### config.mk
export PLATFORM = sky130hd
export DESIGN_NAME = junction_controller
export DESIGN_NICKNAME = d
export VERILOG_FILES = /design/src/rtl/junction_controller.sv
export SDC_FILE = /design/constraint.sdc
export NUM_CORES = 1
export LEC_CHECK = 0
export CAP_MARGIN = 20
export CORE_AREA = 2 2 50 52
export CTS_BUF_LIST = sky130_fd_sc_hd__clkbuf_16
export DETAILED_ROUTE_END_ITERATION = 6
export DIE_AREA = 0 0 52 54
export PLACE_DENSITY = 0.79
export SLEW_MARGIN = 20
export SYNTH_ARGS = -nofsm -noshare
export SYNTH_HDL_FRONTEND = slang
export SYNTH_SLANG_ARGS = --single-unit
### constraint.sdc
create_clock -name clk -period 3.05 [get_ports clk]
set_input_delay 0.4575 -clock clk [delete_from_list [all_inputs] [get_ports clk]]
set_output_delay 0.4575 -clock clk [all_outputs]
set_load 0.02 [all_outputs]
### src/rtl/junction_controller.sv
// Two-road junction sequencer: NS rests green, EW and pedestrian requests are latched and served.
// Lamps, walk, ped_ack and phase are registered decodes of the next state and change on the state edge.
module junction_controller #(
  parameter int GREEN_CYCLES     = 8,
  parameter int AMBER_CYCLES     = 3,
  parameter int RED_AMBER_CYCLES = 2,
  parameter int CLEAR_CYCLES     = 2,
  parameter int WALK_CYCLES      = 6,
  parameter int CNT_W            = 8
) (
  input  logic       clk,
  input  logic       rst,
  input  logic       ew_req,
  input  logic       ped_req,
  output logic [2:0] ns_rag,
  output logic [2:0] ew_rag,
  output logic       walk,
  output logic       ped_ack,
  output logic [3:0] phase
);

  typedef enum logic [3:0] {
    CLR_NS   = 4'd0,
    NS_RA    = 4'd1,
    NS_GREEN = 4'd2,
    NS_AMBER = 4'd3,
    CLR_EW   = 4'd4,
    EW_RA    = 4'd5,
    EW_GREEN = 4'd6,
    EW_AMBER = 4'd7,
    WALK     = 4'd8
  } state_t;

  localparam logic [2:0] RED   = 3'b100;
  localparam logic [2:0] RA    = 3'b110;
  localparam logic [2:0] GREEN = 3'b001;
  localparam logic [2:0] AMBER = 3'b010;

  localparam logic [CNT_W-1:0] GREEN_LD = CNT_W'(GREEN_CYCLES - 1);
  localparam logic [CNT_W-1:0] AMBER_LD = CNT_W'(AMBER_CYCLES - 1);
  localparam logic [CNT_W-1:0] RA_LD    = CNT_W'(RED_AMBER_CYCLES - 1);
  localparam logic [CNT_W-1:0] CLEAR_LD = CNT_W'(CLEAR_CYCLES - 1);
  localparam logic [CNT_W-1:0] WALK_LD  = CNT_W'(WALK_CYCLES - 1);
  localparam logic [CNT_W-1:0] CNT_ONE  = CNT_W'(1);

  state_t           state;
  state_t           nxt;
  logic [CNT_W-1:0] cnt;
  logic [CNT_W-1:0] cnt_load;
  logic             ew_pending;
  logic             ped_pending;
  logic             next_dir;   // 0: WALK resumes NS, 1: WALK resumes EW
  logic             cnt_done;
  logic             entering;

  assign cnt_done = (cnt == '0);
  assign entering = (nxt != state);

  always_comb begin
    nxt = state;
    case (state)
      CLR_NS:   if (cnt_done) nxt = ped_pending ? WALK : NS_RA;
      NS_RA:    if (cnt_done) nxt = NS_GREEN;
      NS_GREEN: if (cnt_done && (ew_pending || ped_pending)) nxt = NS_AMBER;
      NS_AMBER: if (cnt_done) nxt = CLR_EW;
      CLR_EW:   if (cnt_done) nxt = ped_pending ? WALK : EW_RA;
      EW_RA:    if (cnt_done) nxt = EW_GREEN;
      EW_GREEN: if (cnt_done) nxt = EW_AMBER;
      EW_AMBER: if (cnt_done) nxt = CLR_NS;
      WALK:     if (cnt_done) nxt = next_dir ? EW_RA : NS_RA;
      default:  nxt = CLR_NS;
    endcase
  end

  always_comb begin
    cnt_load = CLEAR_LD;
    case (nxt)
      NS_RA, EW_RA:       cnt_load = RA_LD;
      NS_GREEN, EW_GREEN: cnt_load = GREEN_LD;
      NS_AMBER, EW_AMBER: cnt_load = AMBER_LD;
      WALK:               cnt_load = WALK_LD;
      default:            cnt_load = CLEAR_LD;
    endcase
  end

  function automatic logic [6:0] decode(input state_t s);
    logic [6:0] d;
    d = {RED, RED, 1'b0};
    case (s)
      NS_RA:    d = {RA,    RED,   1'b0};
      NS_GREEN: d = {GREEN, RED,   1'b0};
      NS_AMBER: d = {AMBER, RED,   1'b0};
      EW_RA:    d = {RED,   RA,    1'b0};
      EW_GREEN: d = {RED,   GREEN, 1'b0};
      EW_AMBER: d = {RED,   AMBER, 1'b0};
      WALK:     d = {RED,   RED,   1'b1};
      default:  d = {RED,   RED,   1'b0};
    endcase
    return d;
  endfunction

  always_ff @(posedge clk or posedge rst) begin
    if (rst) begin
      state       <= CLR_NS;
      cnt         <= CLEAR_LD;
      next_dir    <= 1'b0;
      ew_pending  <= 1'b0;
      ped_pending <= 1'b0;
      ns_rag      <= RED;
      ew_rag      <= RED;
      walk        <= 1'b0;
      ped_ack     <= 1'b0;
      phase       <= 4'd0;
    end else begin
      state <= nxt;
      if (entering)
        cnt <= cnt_load;
      else if (!cnt_done)
        cnt <= cnt - CNT_ONE;
      if (entering && nxt == WALK)
        next_dir <= (state == CLR_EW);
      // Clearing on the service entry edge absorbs a request sampled on that same edge.
      ew_pending  <= (entering && nxt == EW_GREEN) ? 1'b0 : (ew_pending | ew_req);
      ped_pending <= (entering && nxt == WALK) ? 1'b0 : (ped_pending | ped_req);
      {ns_rag, ew_rag, walk} <= decode(nxt);
      ped_ack <= entering && (nxt == WALK);
      phase   <= nxt;
    end
  end

endmodule

# Word level (Yosys, flattened, before mapping)
# Cells that the tools add are included.
# word_totals
register_bits	23
latch_bits	0
ramBits	0
romBits	0
input_bits	4
output_inout_bits	12
word_cells	56
mem_count	0
# classes
n_addsub	1
n_mul	0
div	0
order_cmp	0
n_eq_ne	17
shifts	0
mux	19
bitwise	2
n_reduce_logical	8
# ops
operator	count
case mux 7 bit (7 select lines)	1
2-to-1 mux 4 bit	11
case mux 4 bit (9 select lines)	1
equality test 4 x 3 -> 1 bit (second input constant)	7
equality test 4 x 2 -> 1 bit (second input constant)	4
2-to-1 mux 8 bit	2
case mux 3 bit (3 select lines)	1
equality test 4 x 1 -> 1 bit (second input constant)	2
equality test 4 bit (second input constant)	2
logical NOT 8 bit	1
subtractor 8 x 1 -> 8 bit (second input constant)	1
logical NOT 4 bit	1
inequality test 4 bit	1
OR reduction 2 bit	2
logical AND 1 bit	3
2-to-1 mux 3 bit	1
2-to-1 mux 1 bit	2
inequality test 2 x 1 -> 1 bit (second input constant)	1
bitwise OR 1 bit	2
logical OR 1 bit	1

# Depth between registers and ports, before layout
# logic_depth
ltp_word	8
depth_mapped	7
depth_no_buf	6

# Worst setup path before layout
# Ideal clock, no wire load.
# synth_timing
kind	flip-flop to flip-flop
startpoint	register cnt[1]
endpoint	register cnt[1]
setup_ps	125
arrival_time_ps	1897
required_time_ps	2925
slack_ps	1029
path_stages_with_launch	7
path_cell_list	dfrtp_1 inv_1 ha_1 nor3b_1 nand2_1 o21ai_2 mux2_2
# synth_via
elab_chain_cells	8
elab_cells_between_ends	25
# synth_rtl
item	line	text
from (decl)	48	logic [CNT_W-1:0] cnt;
from (signal assigned)	117	cnt <= cnt_load;
from (signal assigned)	119	cnt <= cnt - CNT_ONE;
logical NOT 8 bit	56	assign cnt_done = (cnt == '0);
logical AND 1 bit	64	NS_GREEN: if (cnt_done && (ew_pending || ped_pending)) nxt = NS_AMBER;
2-to-1 mux 4 bit	64	
case mux 4 bit (9 select lines)	61	case (state)
equality test 4 x 3 -> 1 bit / equality test 4 x 2 -> 1 bit (equally long branches)	77	case (nxt)
OR reduction 2 bit	77	
case mux 3 bit (3 select lines)	77	
2-to-1 mux 8 bit	116	if (entering)
# Parallel ways exist; a longest one is shown, timed or not. The select of a mux whose other input is x is not followed.
# A chain may end at the register's enable or synchronous reset.

# Worst setup path in the final report
# Same ends and word-level chain as after synthesis.

==> results by group <==
Outcome
  – Run status: finished, final reports clean

Synthesis
  – Post-synthesis cell count: about 110
  – Most used DFF post-synth: dfrtp_1
  – Post-Syn Area: between 1000 and 1500 sq um
  – Distinct cells, synth: 46
  – Syn avg cell area: roughly 11 sq um
  – EDFF count, synth: 0
  – Ys Warns: 0
  – Synthesized net count: 117
  – Yosys reg bits: 23
  – Synth async-reset ratio: between 90% and 100%
  – Post-synthesis sequential area ratio: between 40% and 50%

Power and ir drop
  – Psw: around 0.0006 W
  – Switching part of the total: between 40% and 50%
  – Sequential power share: about 38%
  – Pwr dens: between 1000 and 1500 nW/um^2
  – P_leak: ~0.6 nW
  – Clk network pwr share: between 10% and 20%
  – Gate power share: 43.4%
  – Worst IR Drop VDD: 0.658 mV
  – P_int: a little under 0.0009 W

Cells and area
  – Commonest non-fill, non-tap cell in the layout: dfrtp_1
  – Util after Layout: roughly 63%
  – Filler Cells Inserted: approximately 200
  – Area Overhead vs Synth: 20.1%
  – Commonest cells after routing, fill and taps aside: dfrtp_1 (20), clkdlybuf4s50_1 (15), nor2_1 (10)
  – Final nets: between 100 and 150
  – Diode count: 0
  – Share of layout cells above drive strength 1: ~13%

Die
  – Num rows: 18
  – Die Ht: 54 microns
  – Core area: roughly 2300 sq um
  – Initial Util: 52.2%
  – IO Pins: 16
  – Die area: roughly 2800 sq um
  – Die extent in x: 52 microns

Clocking
  – Clock slew at reported path FFs: about 0.06 ns
  – CTS resizes: 0
  – Max clock buf depth: 2
  – Cts bufs inserted: 3
  – Post-CTS setup buffer count: 0
  – Cts hold-fix bufs: 0
  – Clk_lat worst skew: ~0.25 ns
  – H-tree levels: 1
  – Root buffer selected by CTS: clkbuf_16
  – CTS tree: built
  – Clock sinks: 23

Critical path
  – Worst Reg-to-Reg Cells: 6
  – Crit Path Max Fanout: 7
  – Critical Path RT: 3.19 ns
  – Critical R2R Capture: cnt[1]$_DFFE_PP0P_
  – Crit path arrival time: between 2 and 3 ns
  – Setup Crit Path Kind: reg -> reg
  – R2r startpoint: cnt[1]$_DFFE_PP0P_
  – Startpoint Class: register
  – Reg-to-reg slack, setup: ~0.67 ns
  – CP Capture Type: register

Routing
  – Routed vias: ~930
  – Residual DRC: 0
  – Initial DRC Count: 21
  – DRT Wirelength: ~2600 microns
  – Post-route ant nets: 0
  – Via density: a little under 6
  – Pre-antenna DRT Iters: 4
  – Wirelength per Cell: 16.6 microns

Timing
  – Final setup viols: 0
  – Max transition margin: between 40% and 50%
  – Final setup TNS: 0 ns
  – Setup Skew: 0.00184 ns
  – Fin crit period: about 2.4 ns
  – RSZ-0062 raised after global routing: no
  – Final worst path period share: roughly four fifths
  – Final Max Slew Viols: 0
  – Max Clk Rate: 420 MHz
  – Tightest Pin Transition: ~0.83 ns
  – Hold Vio Cnt, Final: 0

Placement
  – Port buffer count: 15
  – Final GP Congestion: between 0.8 and 0.9
  – Post-DP HPWL: roughly 1800 microns

Global route
  – Largest net degree at the start of global routing: 24
  – Overflow after GRT: 0
  – Initial antenna violation count: 0
  – Vias in the first global route: ~900
  – Global-route wire length before repair: just over 4000 microns
  – All-Layer GR Usage: 20.0%

Worst hold path
  – Hold Path Depth: 1
  – Hold path endpoint: next_dir$_DFFE_PP0P_
  – Worst Hold Class: reg -> reg
  – Hold_sp: next_dir$_DFFE_PP0P_

Flow run
  – Max cap viols: 0
[critical path: stages (launching register included)]
cell and delay (ns):
dfrtp_1 0.39, inv_1 0.07, ha_1 0.22, nor3b_1 0.49, nand2_1 0.33, o21ai_2 0.39
mux2_2 0.37
[worst max path at each step]
stage / from / end / slack [ns]
finish: cnt[1]$_DFFE_PP0P_ / cnt[1]$_DFFE_PP0P_ / 0.67
global placement: cnt[1]$_DFFE_PP0P_ / cnt[1]$_DFFE_PP0P_ / 0.81
CTS: cnt[1]$_DFFE_PP0P_ / cnt[1]$_DFFE_PP0P_ / 0.67
global route: cnt[1]$_DFFE_PP0P_ / cnt[1]$_DFFE_PP0P_ / 0.48
floorplan: cnt[1]$_DFFE_PP0P_ / cnt[1]$_DFFE_PP0P_ / 1.03
detailed placement: cnt[1]$_DFFE_PP0P_ / cnt[1]$_DFFE_PP0P_ / 0.72
[sequential cells by signal (all words and copies together) (netlist names)]
signal       count
ew_pending       1
state            4
cnt              8
ew_rag           3
ped_pending      1
ns_rag           3
walk             1
next_dir         1
ped_ack          1
[power groups by stage]
stage	registers, W	clock network [W]	logic [W]
2_1_floorplan	0.000571	0	0.000446
3_3_place_gp	0.000555	0	0.000619
3_5_place_dp	0.000562	0	0.000638
4_1_cts	0.000559	0.000280	0.000643
5_1_grt	0.000576	0.000294	0.000710
6_report	0.000564	0.000275	0.000644
[cells in the mapped netlist, drive strengths merged (2+ instances only)]
cell    number  area [sq um]
inv          5          18.8
dfstp        3          78.8
xor2         4          35.0
nor4b        2          17.5
nor2        11          48.8
nor4         2          27.5
o21ai        7          38.8
dfrtp       20           500
mux2         2          22.5
clkbuf       3          11.3
o311ai       2          52.6
a21oi        3          15.0
o211ai       2          15.0
nand2b       2          12.5
nor3         4          20.0
nand3        4          20.0
nand2        8          30.0
nor2b        4          25.0
[per-stage QoR]
step	worst slack (ns)	cell area, sq um	total power [W]	std cells	hold slack [ns]
2_1_floorplan	1.03	1210	0.00102	112	0.457
3_3_place_gp	0.809	1380	0.00117	153	0.498
3_5_place_dp	0.724	1380	0.00120	153	0.513
6_report	0.666	1460	0.00148	157	0.529
5_1_grt	0.482	1460	0.00158	157	0.544
4_1_cts	0.672	1460	0.00148	157	0.528
[cell type report]
type | instances | area, sq um | area share (%)
flip-flops and latches | 23 | 579 | 39.8
clock buffers | 3 | 75.1 | 5.16
repair buffers | 15 | 150 | 10.3
clock inverters | 1 | 3.75 | 0.258
multi-input cells | 80 | 591 | 40.6
inverters | 5 | 18.8 | 1.29
well taps | 30 | 37.5 | 2.58
[routing by layer]
layer,share of wire [%],global-route usage [%],up-vias
li1,-,-,440
met1,45,24.4,457
met2,51,36.7,29
met3,3.6,2.78,2
met4,0.69,5.70,0
met5,0,0,-
[cell families (layout without fill, tap and decap cells)]
kind of cell / Yosys count / after routing / synth area share (%)
and+or+nand+nor: 45 / 45 / 22.2
AOI/OAI and AO/OA: 26 / 26 / 19.2
DFF: 23 / 23 / 47.8
buffers and inverters: 9 / 24 / 3.41
xor gates and xnor gates: 5 / 5 / 3.62
muxes: 3 / 3 / 2.69
adders and majority gates: 1 / 1 / 1.03
Power figures use the tool's default switching activity.
